[config.mk]
export PLATFORM = sky130hd
export DESIGN_NAME = npc_sequencer
export DESIGN_NICKNAME = d
export VERILOG_FILES = /design/src/rtl/npc_sequencer.sv
export SDC_FILE = /design/constraint.sdc
export NUM_CORES = 1
export LEC_CHECK = 0
export BUFFER_PORTS_ARGS = -buffer_cell sky130_fd_sc_hd__buf_2
export CORE_MARGIN = 3
export CORE_UTILIZATION = 40
export DETAILED_ROUTE_END_ITERATION = 7
export PLACE_DENSITY = 0.73
export SYNTH_ARGS = -nofsm -noshare
export SYNTH_HDL_FRONTEND = slang
export SYNTH_SLANG_ARGS = --single-unit
[constraint.sdc]
create_clock -name clk -period 4.3 [get_ports clk]
set_input_delay 0.215 -clock clk [delete_from_list [all_inputs] [get_ports clk]]
set_output_delay 0.215 -clock clk [all_outputs]
set_load 0.05 [all_outputs]
[src/rtl/npc_sequencer.sv]
// npc_sequencer
// -----------------------------------------------------------------------------
// This block holds the PC/nPC pair for a SPARC-style delayed-branch front end.
// Each cycle it presents a fetch address. On an accepted fetch it advances
// PC <- nPC. It works out the next nPC from these sources:
//   - sequential flow (nPC + 4)
//   - a branch or jmpl redirect held in a one-entry pending register
//   - an immediate trap redirect
// It also tracks whether the instruction in a delay slot is annulled.
//
// Optional feature: define NPC_TRACE_EN to build the advance counter on
// adv_count. When it is undefined, adv_count is tied to zero.
//
// Ports
//   clk          rising-edge clock
//   reset        asynchronous, active-low reset
//   stall        pipeline hold; no advance while high
//   fetch_valid  fetch request valid (high in RUN)
//   fetch_ready  imem accepts the fetch this cycle
//   pc, npc      current and next fetch address
//   fetch_annul  the fetch at pc is a squashed delay slot
//   br_*         one-cycle branch-resolve pulse with taken/always/annul/target
//   jmpl_*       one-cycle jmpl/rett redirect pulse with target
//   trap_*       one-cycle trap pulse with handler vector
//   redir_busy   a redirect is pending; no new br/jmpl pulse allowed
//   misalign     one-cycle pulse: an applied target had bits[1:0] != 0
//   adv_count    number of advances since reset (NPC_TRACE_EN only)
// -----------------------------------------------------------------------------
module npc_sequencer #(
    parameter logic [31:0] RESET_PC       = 32'h0000_0000,
    parameter logic [31:0] RESET_NPC      = 32'h0000_0004,
    parameter int          TRAP_FLUSH_CYC = 1
) (
    input  logic        clk,
    input  logic        reset,
    input  logic        stall,
    output logic        fetch_valid,
    input  logic        fetch_ready,
    output logic [31:0] pc,
    output logic [31:0] npc,
    output logic        fetch_annul,
    input  logic        br_valid,
    input  logic        br_taken,
    input  logic        br_always,
    input  logic        br_annul,
    input  logic [31:0] br_target,
    input  logic        jmpl_valid,
    input  logic [31:0] jmpl_target,
    input  logic        trap_valid,
    input  logic [31:0] trap_vector,
    output logic        redir_busy,
    output logic        misalign,
    output logic [31:0] adv_count
);

    typedef enum logic [1:0] {
        BOOT  = 2'd0,
        RUN   = 2'd1,
        FLUSH = 2'd2
    } state_t;

    // The flush counter counts down to zero, so it is loaded with one less
    // than the number of dark cycles.
    localparam logic [1:0] FLUSH_LOAD = 2'(TRAP_FLUSH_CYC - 1);

    function automatic logic [31:0] align(input logic [31:0] a);
        return a & ~32'd3;
    endfunction

    function automatic logic misaligned(input logic [1:0] lo);
        return lo != 2'b00;
    endfunction

    state_t      state_q, state_nx;
    logic [1:0]  flush_q, flush_nx;
    logic [31:0] pc_q, pc_nx;
    logic [31:0] npc_q, npc_nx;
    logic        annul_q, annul_nx;
    logic        misalign_q, misalign_nx;
    logic        pend_q, pend_nx;

    // Pending redirect payload. It is only meaningful while pend_q is set.
    logic        pj_q;      // pending is a jmpl
    logic        pt_q;      // branch taken (br_taken | br_always)
    logic        pal_q;     // branch always (ba)
    logic        pa_q;      // branch annul bit
    logic [31:0] ptgt_q;

    logic        capture;
    logic        advance;

    // The redirect that applies on this cycle's advance. It is either the
    // held entry or a pulse arriving in the same cycle.
    logic        eff_v;
    logic        eff_jmpl;
    logic        eff_taken;
    logic        eff_always;
    logic        eff_annul;
    logic [31:0] eff_tgt;

    assign capture = (br_valid | jmpl_valid) & ~pend_q;
    assign advance = (state_q == RUN) & fetch_ready & ~stall & ~trap_valid;

    assign eff_v      = pend_q | capture;
    assign eff_jmpl   = pend_q ? pj_q   : jmpl_valid;
    assign eff_taken  = pend_q ? pt_q   : (br_taken | br_always);
    assign eff_always = pend_q ? pal_q  : br_always;
    assign eff_annul  = pend_q ? pa_q   : br_annul;
    assign eff_tgt    = pend_q ? ptgt_q : (jmpl_valid ? jmpl_target : br_target);

    always_comb begin
        state_nx    = state_q;
        flush_nx    = flush_q;
        pc_nx       = pc_q;
        npc_nx      = npc_q;
        annul_nx    = annul_q;
        pend_nx     = pend_q | capture;
        misalign_nx = 1'b0;

        case (state_q)
            BOOT:    state_nx = RUN;
            RUN:     state_nx = RUN;
            FLUSH: begin
                if (flush_q == 2'd0) begin
                    state_nx = RUN;
                end else begin
                    flush_nx = flush_q - 2'd1;
                end
            end
            default: state_nx = BOOT;
        endcase

        if (advance) begin
            pc_nx    = npc_q;
            npc_nx   = npc_q + 32'd4;
            annul_nx = 1'b0;
            pend_nx  = 1'b0;
            if (eff_v) begin
                if (eff_jmpl) begin
                    npc_nx      = align(eff_tgt);
                    misalign_nx = misaligned(eff_tgt[1:0]);
                end else if (eff_taken) begin
                    // Only ba,a squashes its delay slot when taken.
                    npc_nx      = align(eff_tgt);
                    annul_nx    = eff_always & eff_annul;
                    misalign_nx = misaligned(eff_tgt[1:0]);
                end else begin
                    annul_nx = eff_annul;
                end
            end
        end

        // A trap overrides everything, including an advance in the same cycle.
        if (trap_valid) begin
            pc_nx       = align(trap_vector);
            npc_nx      = align(trap_vector) + 32'd4;
            annul_nx    = 1'b0;
            pend_nx     = 1'b0;
            misalign_nx = misaligned(trap_vector[1:0]);
            state_nx    = FLUSH;
            flush_nx    = FLUSH_LOAD;
        end
    end

    always_ff @(posedge clk or negedge reset) begin
        if (!reset) begin
            state_q <= BOOT;
        end else begin
            state_q <= state_nx;
        end
    end

    always_ff @(posedge clk or negedge reset) begin
        if (!reset) begin
            flush_q    <= 2'd0;
            pc_q       <= RESET_PC;
            npc_q      <= RESET_NPC;
            annul_q    <= 1'b0;
            misalign_q <= 1'b0;
            pend_q     <= 1'b0;
        end else begin
            flush_q    <= flush_nx;
            pc_q       <= pc_nx;
            npc_q      <= npc_nx;
            annul_q    <= annul_nx;
            misalign_q <= misalign_nx;
            pend_q     <= pend_nx;
        end
    end

    always_ff @(posedge clk) begin
        if (capture) begin
            pj_q   <= jmpl_valid;
            pt_q   <= br_taken | br_always;
            pal_q  <= br_always;
            pa_q   <= br_annul;
            ptgt_q <= jmpl_valid ? jmpl_target : br_target;
        end
    end

`ifdef NPC_TRACE_EN
    logic [31:0] cnt_q;

    always_ff @(posedge clk or negedge reset) begin
        if (!reset) begin
            cnt_q <= 32'd0;
        end else if (advance) begin
            cnt_q <= cnt_q + 32'd1;
        end
    end

    assign adv_count = cnt_q;
`else
    assign adv_count = 32'd0;
`endif

    assign fetch_valid = (state_q == RUN);
    assign pc          = pc_q;
    assign npc         = npc_q;
    assign fetch_annul = annul_q;
    assign redir_busy  = pend_q;
    assign misalign    = misalign_q;

`ifndef SYNTHESIS
    a_no_pulse_while_busy: assert property (@(posedge clk) disable iff (!reset)
        !(pend_q && (br_valid || jmpl_valid)))
        else $error("redirect pulse issued while redir_busy was high");
`endif

endmodule

---- Word level (Yosys, flattened, before mapping) ----
Cells that the tools add are included.
Widths: inputs -> output; s select.
word-level totals
  output and inout port bits .............. 100
  memory bits (read-only) ................. 0
  RAM bits ................................ 0
  register bits after elaboration ......... 107
  logic and storage cells ................. 69
  memories ................................ 0
  latch bits .............................. 0
operators by class
  div/mod/pow operators ................... 0
  reduce and logical (&&, ||, !) cells .... 8
  magnitude comparators ................... 0
  bitwise operators ....................... 11
  shift operators ......................... 0
  multiplexer cells ....................... 31
  $mul .................................... 0
  add/sub/neg operators ................... 3
  equal/unequal tests ..................... 4
operator list
  operator               count
  $mux 32                9
  $add 32x3->32 const B  2
  $mux 1                 16
  $mux 2                 5
  $reduce_bool 2->1      4
  $and 1x1->1            5
  $logic_not 2->1        2
  $pmux 2 s2             1
  $ne 3x3->1 const B     1
  $not 1->1              3
  $or 1x1->1             3
  $eq 2x1->1 const B     1
  $eq 2x2->1 const B     1
  $ne 2x2->1 const B     1
  $reduce_and 2->1       1
  $reduce_or 2->1        1
  $sub 2x1->2 const B    1

---- Longest topological paths before layout ----
Gate-level depths: netlist of run 1.
  depth in word-level cells ............... 8
  mapped depth ............................ 8
  mapped depth without buffers ............ 6

---- Least setup slack after synthesis of run 1 ----
Ideal clock, no wire load.
  path kind ............................... register -> register
  start point ............................. register state_q[1]
  end point ............................... register pc_q[20], in the netlist pc[20]
  arrival time ............................ 2197 ps
  path slack .............................. 2021 ps
  required time ........................... 4217 ps
  cell stages (with the launch flop) ...... 8
  library setup time ...................... 83 ps
  path buffers ............................ 2
  period minus slack after synthesis ...... 2279 ps
  cell sequence ........................... dfrtp_1 -> nor2b_1 -> nand3b_1 -> clkbuf_1 -> buf_2 -> nor2_1 -> a21oi_1 -> o21ai_0
on the way
  word-level cells in the longest chain between the ends .. 5
RTL lines
  item                                RTL line  RTL
  start: declaration                  74        state_t state_q, state_nx;
  start signal: assignment            169       state_q <= state_nx;
  $eq 2x1->1                          --
  net fetch_valid                     37        output logic fetch_valid,
  $and 1x1->1 (3 in series)           102       assign advance = (state_q == RUN) & fetch_ready & ~stall & ~trap_valid;
  $reduce_bool 2->1 (no source line)  --
  end signal: assignment              183       pc_q <= pc_nx;
  end: declaration                    76        logic [31:0] pc_q, pc_nx;
The timed path passes the listed nets, and every way through them passes these cells.
A chain may end at the register's enable or synchronous reset.

---- Worst setup path in the final report of run 1 ----
  start point ............................. register pend_q, in the netlist redir_busy
  end point ............................... register npc_q[21], in the netlist npc[21]
on the way
  word-level cells in the longest chain between the ends .. 6
  elaborated cells on any way between the ends .. 11
RTL lines
  item                                           RTL line  RTL
  start: declaration                             80        logic pend_q, pend_nx;
  start signal: assignment                       187       pend_q <= pend_nx;
  $mux 32, or another cell as far along          109       assign eff_tgt = pend_q ? ptgt_q : (jmpl_valid ? jmpl_target : br_target);
  $mux 32 / $and 1x1->1 (equally long branches)  142, 101
  $mux 32 / $or 1x1->1 (equally long branches)   139, 104
  $mux 32 (*)                                    138       if (eff_v) begin
  $mux 32 (*)                                    133       if (advance) begin
  $mux 32 (*)                                    154       if (trap_valid) begin
  end signal: assignment                         184       npc_q <= npc_nx;
  end: declaration                               77        logic [31:0] npc_q, npc_nx;
Mark *: on every way between the ends. The rest lies on a longest branch, timed or not. The select of a mux whose other input is x is not followed.

==> flow_summary.json, run 1 <==
{
  "outcome": "finished, final reports clean",
  "netlist_area_um2": 6650,
  "rsz0062_at_grt": "false",
  "cp.required_ps": 4500,
  "setup_violations": 0,
  "worstSkewPairLatency_ps": 360,
  "core-area_um2": 16100,
  "crit_type": "register to register",
  "place.gp.congestion": 0.873,
  "p_per_area_nw_per_um2": 368,
  "cap_violations": 0,
  "syn_inst": 700,
  "yosysMostFrequentCell": "nand2_1",
  "final_cell_area_um2": 7870,
  "synth.distinct_cells": 64,
  "hpwlAfterDp_um": 14300,
  "vias_per_cell": 5.57,
  "grt_pass1_wl_um": 30500,
  "hold_viol_final": 0,
  "relSlewSlack": 0.319,
  "min_path_type": "input pin to register",
  "drtPass1Iterations": 5,
  "ctsResizeCount": 0,
  "fillers": 1538,
  "placed_area_um2": 7540,
  "crit_fanout": 27,
  "drtIter0Drc": 659,
  "htreeDepth": 3,
  "die_x_um": 135,
  "yosysSeqAreaShare": 0.419,
  "post-cts-setup-buffers": 0,
  "tritoncts": "done",
  "grt_pass1_vias": 5718,
  "drc": 0,
  "antenna_found_initial": 1,
  "fmax_ghz": 0.381,
  "finalCritPeriodShare": 0.611,
  "grt_max_degree": 111,
  "finalPower_mw": 2.90,
  "die_height_um": 135,
  "synth_top_cell_area_share": 0.252,
  "clk_pin_slew_worst_paths_ps": 80,
  "period_needed_ps": 2630,
  "numCtsBuffers": 9,
  "antenna_left": 0,
  "port_buffers": 171,
  "yosys-top-cells-count": "68 x nand2_1, 67 x dfrtp_1, 56 x o21ai_0, 48 x mux2i_1, 37 x nor2_1",
  "avgRoutedWirePerCell_um": 18.5,
  "start_util": 0.414,
  "arrival_ps": 2830,
  "synth_edf_count": 36,
  "crit_path_start_kind": "register",
  "dieArea_um2": 18200,
  "endpoint_kind": "register",
  "ir_drop_mv": 0.184,
  "leakagePower_nw": 3.45,
  "postSynthAreaPerCell_um2": 9.50,
  "drive_gt1_frac": 0.289,
  "std_cell_rows": 46,
  "yosysTopAreaCell": "dfrtp_1",
  "diodes": 0,
  "worstMarginPinSlew_ps": 1020,
  "holdBufCountCts": 0,
  "setup_tns_ps": 0,
  "yosysWarnings": 0,
  "cts.sinks": 104,
  "async_reset_ff_frac": 0.654,
  "root_buffer": "clkbuf_16",
  "slew_viol_final": 0,
  "ys_ff_latch": 104,
  "grt-ovfl-total": 0,
  "grtUsageTotal": 0.212,
  "area_delta_synth_final_pct": 18.3,
  "routed_wl_um": 19700,
  "io_pins": 206,
  "synth_ff_type": "dfrtp_1",
  "fin_nets": 954,
  "clockBufferDepth": 2,
  "synth_area_leaders": "dfrtp_1 25%, edfxtp_1 16%, mux2i_1 7.2%",
  "skew_ps": 9.25,
  "vias": 5940
}
-- power by group --
| part | total [mW] | switching, mW | internal, mW |
|---|---|---|---|
| Combinational | 0.775 | 0.561 | 0.214 |
| Clock | 0.910 | 0.396 | 0.514 |
| Sequential | 1.21 | 0.0876 | 1.12 |
-- layer usage --
layer | GRT usage | wire length [um] | up-vias
li1 | - | - | 2839
met1 | 0.272 | 8060 | 2830
met2 | 0.354 | 9790 | 231
met3 | 0.0481 | 1320 | 38
met4 | 0.0724 | 482 | 2
met5 | 0 | 13 | -
-- stage by stage --
step | hold WS [ps] | worst slack, ps | utilization | cells
detailed placement | 418 | 1570 | 0.470 | 1050
global placement | 409 | 1640 | 0.470 | 1050
CTS | 37.6 | 1720 | 0.490 | 1066
floorplan | -80.6 | 2020 | - | 733
global route | 46.8 | 1420 | 0.490 | 1066
finish | 43.8 | 1670 | 0.490 | 1066
-- layout by cell type (no fill, tap or decap), types with 6 or more instances in the layout --
cell       Yosys  final
buf_2         13    171
mux2i_1       48     48
dfrtp_1       67     67
inv_1         12     12
o22ai_1        7      7
a31oi_1        6      6
clkbuf_16      0      9
and4_1         8      8
edfxtp_1      36     36
a21oi_1       33     33
o21ai_0       56     56
and3_1        11     11
o31ai_1        9      9
nor4_1        13     13
buf_4         35      9
nand3_1       28     28
nor2_1        37     37
mux2_2        33     33
xor2_1        22     22
nand2_1       68     68
a211oi_1      10     10
conb_1         1     34
nand4_1       16     16
or3_1          6      6
nor3_1        12     11
-- sequential cells by signal (all words and copies together) (netlist names) --
register and flops:
npc 30, misalign 1, pa_q 1, state_q 2, pj_q 1, pt_q 1, fetch_annul 1, pal_q 1
flush_q 2, ptgt_q 32, redir_busy 1, pc 31
-- critical path, cell delays in order, from the launching register on --
cell and delay [ps]:
dfrtp_1 690, nor3b_2 390, or3_1 820, o21ai_0 210, a211oi_1 280, a221oi_1 70
-- path summary, 6_finish.rpt --
check                           cells past startpoint         end        from  slack (ps)
max in group asynchronous                           2  flush_q[0]       reset        3590
min in group asynchronous                           2       pc[3]       reset          70
worst min-delay path                                1        pa_q    br_annul          40
worst min register to register                      1  state_q[0]  state_q[0]         490
worst max register to register                      5     npc[21]  redir_busy        1670
worst max-delay path                                5     npc[21]  redir_busy        1670
-- cells by family (layout without fill, tap and decap cells) --
logic type | Yosys count | after routing | synth area share
buf+inv | 92 | 209 | 0.0741
fa+ha+maj | 3 | 3 | 0.00565
simple gates | 228 | 228 | 0.181
flops | 104 | 104 | 0.419
compound gates | 164 | 164 | 0.156
other cells | 1 | 34 | 0.000564
xor+xnor | 27 | 27 | 0.0356
mux | 81 | 81 | 0.128
-- layout make-up --
type / count / area, um2 / share of cell area
multi-input cells: 537 / 3520 / 0.447
clock inverters: 6 / 93.8 / 0.0119
well taps: 216 / 270 / 0.0344
flip-flops and latches: 104 / 2780 / 0.354
inverters: 13 / 48.8 / 0.00620
clock buffers: 10 / 229 / 0.0291
repair buffers: 180 / 923 / 0.117
Note: power is estimated with default switching activity, not from simulation.
==> inputs of run 2 (changes only) <==
--- a/config.mk
+++ b/config.mk
@@ -9,7 +9,7 @@
 export CORE_MARGIN = 3
 export CORE_UTILIZATION = 40
 export DETAILED_ROUTE_END_ITERATION = 7
-export PLACE_DENSITY = 0.73
+export PLACE_DENSITY = 0.75
 export SYNTH_ARGS = -nofsm -noshare
 export SYNTH_HDL_FRONTEND = slang
 export SYNTH_SLANG_ARGS = --single-unit
==> constraint.sdc (replaced) <==
create_clock -name clk -period 2.2 [get_ports clk]
set_input_delay 0.11 -clock clk [delete_from_list [all_inputs] [get_ports clk]]
set_output_delay 0.11 -clock clk [all_outputs]
set_load 0.05 [all_outputs]
==> run 2 against run 1 <==
  * Via count is 4.0% higher
  * Clock skew increased by 0.62 ps
  * Combinational power up 110%
  * Fmax up 25%
  * Wire length increased by 1.8%
  * Utilization increased by 2.4 points
  * Flip-flop and latch count unchanged
  * Clock-buffer cell count grew 1
  * Sequential share of layout area fell by 1.5 points
  * Sequential power up 94%
  * Non-clock buffer count is 41 higher
  * Largest cell class unchanged
  * Largest power group unchanged
==> flow_summary.json, run 2 (same netlist as run 1, synthesis figures left out) <==
{
  "p_per_area_nw_per_um2": 661,
  "cp.required_ps": 2420,
  "grt_pass1_wl_um": 31900,
  "fillers": 1508,
  "std_cell_rows": 46,
  "dieArea_um2": 18200,
  "grt_max_degree": 92,
  "seqPwrFrac": 0.430,
  "avgRoutedWirePerCell_um": 18.1,
  "post-cts-setup-buffers": 0,
  "tritoncts": "done",
  "vias": 6180,
  "vias_per_cell": 5.58,
  "place.gp.congestion": 0.962,
  "antenna_left": 0,
  "fmax_ghz": 0.476,
  "routed_wl_um": 20000,
  "root_buffer": "clkbuf_16",
  "numCtsBuffers": 9,
  "fin_hold_ws_ps": 14.1,
  "grtUsageTotal": 0.222,
  "crit_type": "register to register",
  "grt-ovfl-total": 0,
  "reg2reg_depth": 7,
  "drive_gt1_frac": 0.338,
  "intPower_mw": 3.45,
  "rsz0062_at_grt": "false",
  "final_cell_area_um2": 8250,
  "antenna_found_initial": 0,
  "core-area_um2": 16100,
  "swShare": 0.367,
  "endpoint_kind": "register",
  "die_height_um": 135,
  "min_path_type": "input pin to register",
  "htreeDepth": 3,
  "power_frac_comb": 0.301,
  "p_clk_frac": 0.269,
  "worstMarginPinSlew_ps": 579,
  "ir_drop_mv": 0.417,
  "cts.sinks": 104,
  "placed_area_um2": 7940,
  "largest_reg_flops": 32,
  "period_needed_ps": 2100,
  "finalCritPeriodShare": 0.954,
  "drc": 0,
  "worstSkewPairLatency_ps": 360,
  "arrival_ps": 2320,
  "multi_input_area_um2": 3560,
  "slew_viol_final": 0,
  "skew_ps": 9.87,
  "area_delta_synth_final_pct": 24.1,
  "crit_fanout": 7,
  "start_util": 0.414,
  "regMostFlops": "ptgt_q",
  "hold_viol_final": 0,
  "hpwlAfterDp_um": 15200,
  "clk_pin_slew_worst_paths_ps": 70,
  "outcome": "finished, final reports clean",
  "cap_violations": 0,
  "drtIter0Drc": 650,
  "fin_nets": 995,
  "diodes": 0,
  "layout_common_cells": "171 x buf_2, 68 x nand2_1, 57 x dfrtp_1",
  "layout.cells.most_common": "buf_2",
  "port_buffers": 171,
  "relSlewSlack": 0.613,
  "crit_path_start_kind": "register",
  "p_switching_mw": 2.00,
  "hold_depth": 3,
  "die_x_um": 135,
  "seqCellArea_um2": 2800,
  "grt_pass1_vias": 6056,
  "io_pins": 206,
  "setup_violations": 0,
  "leakagePower_nw": 3.63,
  "drtPass1Iterations": 8,
  "clockBufferDepth": 2
}
==> run 2: path summary, 6_finish.rpt <==
path	slack [ps]	endpoint	start
min in group asynchronous	220	pc[10]	reset
setup reg to reg	100	npc[18]	npc[2]
setup / recovery	100	npc[18]	npc[2]
hold / removal	10	pc[15]	trap_vector[15]
max in group asynchronous	1320	redir_busy	reset
hold reg to reg	500	state_q[0]	state_q[0]
==> run 2: through the flow <==
| stage | utilization | setup WS, ps | power [mW] | TNS, ps | std cells |
|---|---|---|---|---|---|
| 5_1_grt | 0.514 | 6.64 | 5.71 | 0 | 1107 |
| 6_report | 0.514 | 101 | 5.46 | 0 | 1107 |
| 2_1_floorplan | - | 26.4 | 3.50 | 0 | 733 |
| 3_3_place_gp | 0.494 | 111 | 4.00 | 0 | 1088 |
| 4_1_cts | 0.512 | 66.6 | 5.48 | 0 | 1107 |
| 3_5_place_dp | 0.494 | -2.53 | 4.02 | -2.53 | 1088 |
==> run 2: critical path, cell delays in order, from the launching register on <==
cell	delay, ps
dfstp_4	650
ha_2	180
buf_4	140
and4_1	200
and4_1	300
nand3_1	110
a221oi_1	300
a211oi_1	90
==> run 2: area by class of cell <==
class                   instances  area share
multi-input cells             537       0.431
flip-flops and latches        104       0.339
repair buffers                221       0.159
well taps                     216      0.0328
clock buffers                  11      0.0282
inverters                      13     0.00637
clock inverters                 5     0.00303
==> run 2: per-layer routing <==
metal | vias up | GRT usage | wire, um
met5 | - | 0 | 0
met4 | 0 | 0.0781 | 542
met3 | 41 | 0.0462 | 1630
met2 | 277 | 0.377 | 10100
met1 | 2935 | 0.280 | 7770
li1 | 2927 | - | -
==> run 2: power groups by stage <==
stage / sequential (mW) / combinational [mW] / clock (mW)
after floorplan: 2.78 / 0.713 / 0
after global placement: 2.38 / 1.62 / 0
after detailed placement: 2.39 / 1.63 / 0
after CTS: 2.35 / 1.64 / 1.49
after global routing: 2.37 / 1.76 / 1.58
final: 2.35 / 1.64 / 1.47
==> run 2: repair_timing <==
item | in CTS | in global routing
setup endpoints to repair | 1 | 5
gates resized for setup | 1 | 5
hold buffers | 3 | 0
gates cloned | 0 | 0
endpoints found under the hold margin | 17 | 0
